--- src/rtl/mem_bist_pkg.sv ---
// Shared types and pattern helpers for the March-style memory BIST initiator.
package mem_bist_pkg;

    typedef enum logic [3:0] {
        S_IDLE,
        S_W_BG,
        S_RW1_RD,
        S_RW1_CK,
        S_RW2_RD,
        S_RW2_CK,
        S_R_RD,
        S_R_CK,
        S_DONE
    } state_e;

    typedef enum logic [2:0] {
        PH_NONE,
        PH_BG,
        PH_RW1,
        PH_RW2,
        PH_R
    } phase_e;

    // Patterns are built at this width and narrowed by the caller to its data width.
    localparam int unsigned PAT_MAXW = 64;
    typedef logic [PAT_MAXW-1:0] pat_t;

    function automatic phase_e state_phase(state_e s);
        phase_e ph;
        case (s)
            S_W_BG:             ph = PH_BG;
            S_RW1_RD, S_RW1_CK: ph = PH_RW1;
            S_RW2_RD, S_RW2_CK: ph = PH_RW2;
            S_R_RD, S_R_CK:     ph = PH_R;
            default:            ph = PH_NONE;
        endcase
        return ph;
    endfunction

    function automatic pat_t pat_bg(pat_t seed, pat_t idx);
        return seed ^ idx;
    endfunction

    function automatic pat_t pat_inv(pat_t seed, pat_t idx);
        return ~pat_bg(seed, idx);
    endfunction

endpackage

--- src/rtl/mem_bist.sv ---
// Memory BIST initiator: background write, ascending read/invert, descending
// read/restore, ascending read-only; stops and captures at the first mismatch.
//
// state    | meaning
// ---------+----------------------------------------------------------
// IDLE     | waiting for start_i
// W_BG     | write P(i), ascending
// RW1_RD   | read word i (ascending pass)
// RW1_CK   | expect P(i); on match write Q(i)
// RW2_RD   | read word i (descending pass)
// RW2_CK   | expect Q(i); on match write P(i)
// R_RD     | read word i (final ascending pass)
// R_CK     | expect P(i), no write
// DONE     | result held until start_i or rst
module mem_bist
    import mem_bist_pkg::*;
#(
    parameter int unsigned        AWIDTH    = 32,
    parameter int unsigned        DWIDTH    = 32,
    parameter logic [AWIDTH-1:0]  BASE_ADDR = AWIDTH'(32'h0100_0000),
    parameter int unsigned        NUM_WORDS = 16,
    parameter int unsigned        ADDR_STEP = 4,
    parameter logic [DWIDTH-1:0]  PATTERN   = DWIDTH'(32'hA5A5_5A5A)
) (
    input  logic              clk,
    input  logic              rst,
    input  logic              start_i,
    output logic [AWIDTH-1:0] addr_o,
    output logic [DWIDTH-1:0] data_o,
    output logic              read_en_o,
    output logic              write_en_o,
    input  logic [DWIDTH-1:0] data_i,
    output logic              busy_o,
    output logic              done_o,
    output logic              pass_o,
    output logic [AWIDTH-1:0] fail_addr_o,
    output logic [DWIDTH-1:0] fail_data_o,
    output logic [DWIDTH-1:0] fail_exp_o
);

    localparam int unsigned   IW       = (NUM_WORDS > 2) ? $clog2(NUM_WORDS) : 1;
    localparam logic [IW-1:0] LAST_IDX = IW'(NUM_WORDS - 1);

    state_e              state_q, state_d;
    logic [IW-1:0]       idx_q, idx_d;
    logic                err_q, err_d;
    logic                done_q, done_d;
    logic                pass_q, pass_d;
    logic [AWIDTH-1:0]   fail_addr_q, fail_addr_d;
    logic [DWIDTH-1:0]   fail_data_q, fail_data_d;
    logic [DWIDTH-1:0]   fail_exp_q, fail_exp_d;

    phase_e              phase;
    logic [DWIDTH-1:0]   pat_p, pat_q, exp_data, wr_data;
    logic [AWIDTH-1:0]   addr_cur;
    logic                is_rd, is_ck, match, rd_en, wr_en;

    always_comb begin
        phase    = state_phase(state_q);
        pat_p    = DWIDTH'(pat_bg(PAT_MAXW'(PATTERN), PAT_MAXW'(idx_q)));
        pat_q    = DWIDTH'(pat_inv(PAT_MAXW'(PATTERN), PAT_MAXW'(idx_q)));
        addr_cur = BASE_ADDR + AWIDTH'(idx_q) * AWIDTH'(ADDR_STEP);
        exp_data = (phase == PH_RW2) ? pat_q : pat_p;
        wr_data  = (phase == PH_RW1) ? pat_q : pat_p;
        is_rd    = state_q inside {S_RW1_RD, S_RW2_RD, S_R_RD};
        is_ck    = state_q inside {S_RW1_CK, S_RW2_CK, S_R_CK};
        // Written as a guarded set so an unknown compare result falls to mismatch.
        match    = 1'b0;
        if (data_i == exp_data) begin
            match = 1'b1;
        end
        rd_en    = is_rd;
        wr_en    = (state_q == S_W_BG) || (is_ck && match && (phase != PH_R));
    end

    assign read_en_o   = rd_en;
    assign write_en_o  = wr_en;
    assign addr_o      = (rd_en || wr_en) ? addr_cur : '0;
    assign data_o      = wr_en ? wr_data : '0;
    assign busy_o      = !(state_q inside {S_IDLE, S_DONE});
    assign done_o      = done_q;
    assign pass_o      = pass_q;
    assign fail_addr_o = fail_addr_q;
    assign fail_data_o = fail_data_q;
    assign fail_exp_o  = fail_exp_q;

    always_comb begin
        state_d     = state_q;
        idx_d       = idx_q;
        err_d       = err_q;
        fail_addr_d = fail_addr_q;
        fail_data_d = fail_data_q;
        fail_exp_d  = fail_exp_q;
        case (state_q)
            S_IDLE, S_DONE: begin
                if (start_i) begin
                    state_d     = S_W_BG;
                    idx_d       = '0;
                    err_d       = 1'b0;
                    fail_addr_d = '0;
                    fail_data_d = '0;
                    fail_exp_d  = '0;
                end
            end
            S_W_BG: begin
                if (idx_q == LAST_IDX) begin
                    state_d = S_RW1_RD;
                    idx_d   = '0;
                end else begin
                    idx_d = idx_q + 1'b1;
                end
            end
            S_RW1_RD: state_d = S_RW1_CK;
            S_RW1_CK: begin
                if (idx_q == LAST_IDX) begin
                    state_d = S_RW2_RD;
                end else begin
                    state_d = S_RW1_RD;
                    idx_d   = idx_q + 1'b1;
                end
            end
            S_RW2_RD: state_d = S_RW2_CK;
            S_RW2_CK: begin
                if (idx_q == '0) begin
                    state_d = S_R_RD;
                end else begin
                    state_d = S_RW2_RD;
                    idx_d   = idx_q - 1'b1;
                end
            end
            S_R_RD: state_d = S_R_CK;
            S_R_CK: begin
                if (idx_q == LAST_IDX) begin
                    state_d = S_DONE;
                end else begin
                    state_d = S_R_RD;
                    idx_d   = idx_q + 1'b1;
                end
            end
            default: state_d = S_IDLE;
        endcase
        if (is_ck && !match) begin
            state_d     = S_DONE;
            err_d       = 1'b1;
            fail_addr_d = addr_cur;
            fail_data_d = data_i;
            fail_exp_d  = exp_data;
        end
        // Result flags follow the DONE state by one cycle and drop on restart.
        done_d = (state_q == S_DONE) && !start_i;
        pass_d = done_d && !err_q;
    end

    always_ff @(posedge clk) begin
        if (rst) begin
            state_q     <= S_IDLE;
            idx_q       <= '0;
            err_q       <= 1'b0;
            done_q      <= 1'b0;
            pass_q      <= 1'b0;
            fail_addr_q <= '0;
            fail_data_q <= '0;
            fail_exp_q  <= '0;
        end else begin
            state_q     <= state_d;
            idx_q       <= idx_d;
            err_q       <= err_d;
            done_q      <= done_d;
            pass_q      <= pass_d;
            fail_addr_q <= fail_addr_d;
            fail_data_q <= fail_data_d;
            fail_exp_q  <= fail_exp_d;
        end
    end

endmodule

--- config.mk ---
export PLATFORM = sky130hd
export DESIGN_NAME = mem_bist
export DESIGN_NICKNAME = d
export VERILOG_FILES = /design/src/rtl/mem_bist_pkg.sv /design/src/rtl/mem_bist.sv
export SDC_FILE = /design/constraint.sdc
export NUM_CORES = 1
export LEC_CHECK = 0
export BUFFER_PORTS_ARGS = -buffer_cell sky130_fd_sc_hd__buf_2
export CORE_MARGIN = 2
export CORE_UTILIZATION = 50
export DETAILED_ROUTE_END_ITERATION = 16
export MAX_ROUTING_LAYER = met4
export PLACE_DENSITY = 0.87
export REMOVE_ABC_BUFFERS = 1
export SYNTH_ARGS = -nofsm -noshare
export SYNTH_HDL_FRONTEND = slang
export SYNTH_SLANG_ARGS = --single-unit
--- constraint.sdc ---
create_clock -name clk -period 4.6 [get_ports clk]
set_input_delay 0.46 -clock clk [delete_from_list [all_inputs] [get_ports clk]]
set_output_delay 0.46 -clock clk [all_outputs]
set_load 0.02 [all_outputs]
# [Yosys cells after proc, flatten, opt, wreduce, memory -nomap -nowiden]
# Index checks and enable logic that the tools add are counted.
[op_classes] shift=0 n_addsub=3 order_cmp=0 n_mux=26 n_bitwise=2 multipliers=0 n_eq_ne=19 n_div=0 n_reduce_logical=29
[op_table] operator="two-way mux 32 bit" n=8
[op_table] operator="== test 32 bit" n=1
[op_table] operator="two-way mux 4 bit" n=8
[op_table] operator="inverter 32 bit" n=1
[op_table] operator="one-hot mux 4 bit (8 select lines)" n=1
[op_table] operator="adder 25 x 6 -> 26 bit (first input constant)" n=1
[op_table] operator="two-way mux 26 bit" n=1
[op_table] operator="== test 4 x 3 -> 1 bit (second input constant)" n=4
[op_table] operator="inverter 2 -> 16 bit" n=1
[op_table] operator="one-hot mux 4 bit (4 select lines)" n=1
[op_table] operator="one-hot mux 3 bit (4 select lines)" n=1
[op_table] operator="OR reduction 2 bit" n=6
[op_table] operator="== test 4 x 2 -> 1 bit (second input constant)" n=2
[op_table] operator="== test 4 bit (second input constant)" n=2
[op_table] operator="zero test 4 bit" n=2
[op_table] operator="== test 3 x 2 -> 1 bit (second input constant)" n=2
[op_table] operator="inequality test 2 bit (second input constant)" n=3
[op_table] operator="inequality test 3 bit (second input constant)" n=2
[op_table] operator="AND reduction 2 bit" n=3
[op_table] operator="nonzero test 2 bit" n=3
[op_table] operator="nonzero test 3 bit" n=2
[op_table] operator="logical AND 1 bit" n=5
[op_table] operator="adder 4 x 1 -> 4 bit (second input constant)" n=1
[op_table] operator="== test 4 x 1 -> 1 bit (second input constant)" n=1
[op_table] operator="other kinds (10)" n=17
[totals] ram_bits=0 memories=0 register_bits=107 latchBits=0 rom_bits=0 inputBits=35

# [Longest topological paths before layout]
[depth] ltp_word=12 ltp_mapped=8

# [Worst setup path after synthesis]
# No wires, ideal clock.
[synth_path] path_type="input port to output port" startpoint="input port data_i[0]" endpoint="output port data_o[11]" path_buffers=1 arrival_time_ns=2.932 cell_stages=6 required_ns=4.140 slack_ns=1.208 cell_sequence="xor2_1 -> or4_4 -> mux2i_4 -> a21oi_1 -> nor3_1 -> buf_4"
[synth_via] elab_chain_cells=6
[synth_rtl] element="start, declared" line="mem_bist.sv:32" rtl="input logic [DWIDTH-1:0] data_i,"
[synth_rtl] element="== test 32 bit" line="mem_bist.sv:69" rtl="if (data_i == exp_data) begin"
[synth_rtl] element="two-way mux 1 bit" line="mem_bist.sv:69"
[synth_rtl] element="logical AND 1 bit (2 in a row)" line="mem_bist.sv:73" rtl="wr_en = (state_q == S_W_BG) || (is_ck && match && (phase != PH_R));"
[synth_rtl] element="logical OR 1 bit" line="mem_bist.sv:73"
[synth_rtl] element="two-way mux 32 bit" line="mem_bist.sv:79" rtl="assign data_o = wr_en ? wr_data : '0;"
[synth_rtl] element="end, declared" line="mem_bist.sv:29" rtl="output logic [DWIDTH-1:0] data_o,"
# Every way passes these cells.

# [Worst setup path in the final report]
[layout_path] startpoint="register state_q[2]" endpoint="output port data_o[4]"
[layout_via] elab_chain_cells=11 elab_cells_between_ends=23 classes_between="11 x eq/ne; 5 x mux; 7 x reduce/logical"
[layout_rtl] element="start, declared" line="mem_bist.sv:44" rtl="state_e state_q, state_d;"
[layout_rtl] element="start signal, assigned" line="mem_bist.sv:165" rtl="state_q <= state_d;"
[layout_rtl] element="== test 4 x 3 -> 1 bit (tied with other cells)" line="mem_bist_pkg.sv:30" rtl="case (s)"
[layout_rtl] element="OR reduction 2 bit" line="mem_bist_pkg.sv:30"
[layout_rtl] element="one-hot mux 3 bit (4 select lines)" line="mem_bist_pkg.sv:30"
[layout_rtl] element="== test 3 x 2 -> 1 bit" line="mem_bist.sv:63" rtl="exp_data = (phase == PH_RW2) ? pat_q : pat_p;"
[layout_rtl] element="two-way mux 32 bit" line="mem_bist.sv:63"
[layout_rtl] element="== test 32 bit" line="mem_bist.sv:69"
[layout_rtl] element="two-way mux 1 bit" line="mem_bist.sv:69"
[layout_rtl] element="logical AND 1 bit (2 in a row)" line="mem_bist.sv:73"
[layout_rtl] element="logical OR 1 bit" line="mem_bist.sv:73"
[layout_rtl] element="two-way mux 32 bit (*)" line="mem_bist.sv:79"
# Mark *: on every way between the ends. The rest lies on a longest branch, timed or not.

==> impl_metrics.csv <==
group,metric,value,unit
cts,clock_latency,0.30,ns
cts,cts_resized,0,
die,rows,32,
place,place_area,4053,um^2
setup_path,critPathKind,"reg2out",
grt,grtUsageTotal,19.23,%
cts,clkTransAtPathRegs,0.10,ns
job,drv_cap,0,
cts,cts_tree,"built",
grt,use_met1,24.27,%
run_status,outcome,"completed",
die,start_util,51.58,%
grt,busiest_layer,"met2",
timing,skew,0.005227,ns
route,wl,8646,um
logic_synthesis,synth_seq_area_share,26.76,%
route,firstDrtPassIters,4,
place,dp_hpwl,6322,um
cts,htree_levels,2,
grt,grt_pass1_wl,13440,um
die,fp.dieArea,8658,um^2
logic_synthesis,synth_ff_type,"dfxtp_1",
setup_path,worstPathRequired,4.14,ns
timing,grt_setup_unrepaired,"no",
setup_path,rr_startpoint,"state_q[2]",
setup_path,slowest_stage,"nor3_1",
grt,met3_usage,4.029,%
place,place.gp.congestion,0.9080,
finish,final_common_cell,"buf_2",
route,drtIter0Drc,118,
pwr,leakage,1.933,nW
die,ios,200,
setup_path,path_depth,7,
die,die_h,93.05,um
timing,max_slew_margin,19.43,%
cts,cts-root-buf,"clkbuf_8",
finish,syn2layout_area_growth,5.238,%
route,drcViolationCount,0,
place,io_buffer_count,145,
logic_synthesis,avgSynthCellArea,8.734,um^2
route,postRouteAntennaNets,0,
setup_path,cp_top_family,"simple AND/OR/NAND/NOR gates",
timing,tightest_slew,1.206,ns
cts,hold_buffers,0,
timing,max_clock_freq,0.2715,GHz
setup_path,start_kind,"flip-flop",
grt,grt_max_degree,93,
logic_synthesis,ys_seq_elements,53,
finish,drive_above_1_share,31.75,%
grt,grt_pass1_vias,2751,
setup_path,crit_fanout,15,
timing,setup_viol,0,
die,die_w,93.05,um
setup_path,worstSetupEndpoint,"data_o[4]",
logic_synthesis,synthCells,454,
grt,overflow,0,
pwr,p_per_area,230.1,nW/um^2
finish,final_cell_mix,"145 x buf_2, 54 x conb_1, 53 x dfxtp_1, 40 x nand2b_1, 40 x mux2i_1",
worst_hold_path,worstHoldStart,"data_i[17]",
timing,min_period,3.684,ns
timing,hold_viol_final,0,
logic_synthesis,synthArstFlopShare,0,%
setup_path,timing.rr.end,"fail_data_o[2]",
timing,period_share,80.08,%
cts,cts_sinks,53,
timing,fin_ws,0.9161,ns
pwr,ir_drop,0.1268,mV
setup_path,cp-end-kind,"output port",
grt,grt_use_met2,31.94,%
finish,fillCellCount,726,
finish,final_area,4173,um^2
timing,setup_tns,0,ns
logic_synthesis,yosys.cell_types.count,54,
route,vias,3194,
setup_path,cp_cell_sequence,"nor3b_2, buf_4, nand4_1, o22ai_2, a21oi_1, nor3_1, buf_2",
route,routedWlPerCell,13.77,um
cts,numCtsBuffers,5,
worst_hold_path,hold_path_class,"in2reg",
grt,antenna_found_initial,0,
place,place_ws,1.241,ns
timing,report.final.slew_viol_count,0,
logic_synthesis,syn_area,3965,um^2
finish,finalNetCount,563,
cts,cts_buffer_depth,2,
cts,cts_setup_buffers,0,
setup_path,cp.arrival,3.22,ns
logic_synthesis,synth_edf_count,0,
logic_synthesis,ys_warn_count,0,
setup_path,r2r_setup_slack,1.36,ns
setup_path,r2r_cells,7,
setup_path,startpoint,"state_q[2]",
finish,antenna_cells,0,
route,via_per_inst,5.086,
die,core_area,7687,um^2
setup_path,crit_buf_inv,2,
setup_path,critical-path-max-stage-delay,0.71,ns
==> report_power, final <==
group          internal (W)  switching [W]  total, W  leakage, nW
sequential         0.000460     0.00000384  0.000464        0.427
combinational     0.0000509       0.000118  0.000169         1.45
clock              0.000177       0.000150  0.000327       0.0574
total              0.000688       0.000272  0.000960         1.93
==> state kept, by name (all words and copies together), names as in the netlist <==
signal       flops
fail_data_o     32
idx_q            4
state_q          4
fail_exp_o       6
done_o           1
pass_o           1
fail_addr_o      5
==> how the worst min path moves through the flow <==
stage | slack [ns] | cells past startpoint | end
final | 0.43 | 3 | fail_data_o[17]
after global routing | 0.42 | 3 | fail_data_o[8]
after CTS | 0.42 | 3 | fail_data_o[17]
after detailed placement | 0.45 | 2 | fail_exp_o[2]
after global placement | 0.44 | 2 | fail_exp_o[0]
after floorplan | 0.53 | 2 | fail_exp_o[0]
==> logic make-up after synthesis <==
logic type	share of synthesized area (%)
AO/OA/AOI/OAI	6.627
XOR/XNOR	1.988
adder cells (fa/ha/maj)	0.9468
buffers and inverters	25.56
flip-flops	26.76
multiplexers	11.52
other	0.09458
AND/OR/NAND/NOR	26.51
==> Yosys cell counts (2+ instances only) <==
library cell	number	area (um^2)
nor3_1	13	65.06
ha_1	3	37.54
buf_4	107	803.3
nor2_1	16	60.06
nand3_1	5	25.02
a211o_1	3	26.28
nor3b_2	2	25.02
a21oi_1	12	60.06
o21ai_0	5	25.02
inv_1	4	15.01
o211ai_1	6	45.04
nand3b_1	37	277.8
o21ai_1	4	20.02
clkbuf_1	20	75.07
nand4_1	4	25.02
nor4bb_1	6	60.06
and4b_1	4	40.04
buf_12	3	60.06
nand2b_1	40	250.2
mux2i_1	40	400.4
xnor2_1	7	61.31
buf_2	3	15.01
buf_6	2	22.52
mux2_2	3	33.78
and2_1	2	12.51
nor4b_1	4	35.03
nor3b_1	4	30.03
nor4_1	3	18.77
a31oi_1	2	12.51
dfxtp_1	53	1061
nor2b_1	2	12.51
xor2_1	2	17.52
nand2_1	12	45.04
==> metrics by stage <==
stage	hold WS [ns]	std cells	total power (W)	util, %
global placement	0.4420	620	0.0006377	52.72
detailed placement	0.4498	620	0.0006416	52.72
floorplan	0.5251	370	0.0005845	-
global route	0.4231	628	0.001002	54.28
CTS	0.4214	628	0.0009675	54.28
finish	0.4315	628	0.0009602	54.28
==> layer usage <==
layer | wire length, um | up-vias
li1 | - | 1541
met1 | 3718 | 1503
met2 | 4206 | 136
met3 | 605 | 14
met4 | 116 | 0
met5 | 0 | -
==> tightest hold or removal path, cell delays in order <==
cell      delay [ns]
buf_2           0.11
nand2b_1        0.06
mux2i_1         0.06
==> final cells by class <==
cell class / count / area (um^2) / area share [%]
sequential: 53 / 1061 / 25.43
clock buffer: 6 / 82.58 / 1.979
inverter: 5 / 18.77 / 0.4498
timing repair buffer: 148 / 748.2 / 17.93
clock inverter: 2 / 37.54 / 0.8996
multi-input combinational: 312 / 2097 / 50.25
tap: 102 / 127.6 / 3.058
Note: power is estimated with default switching activity, not from simulation.
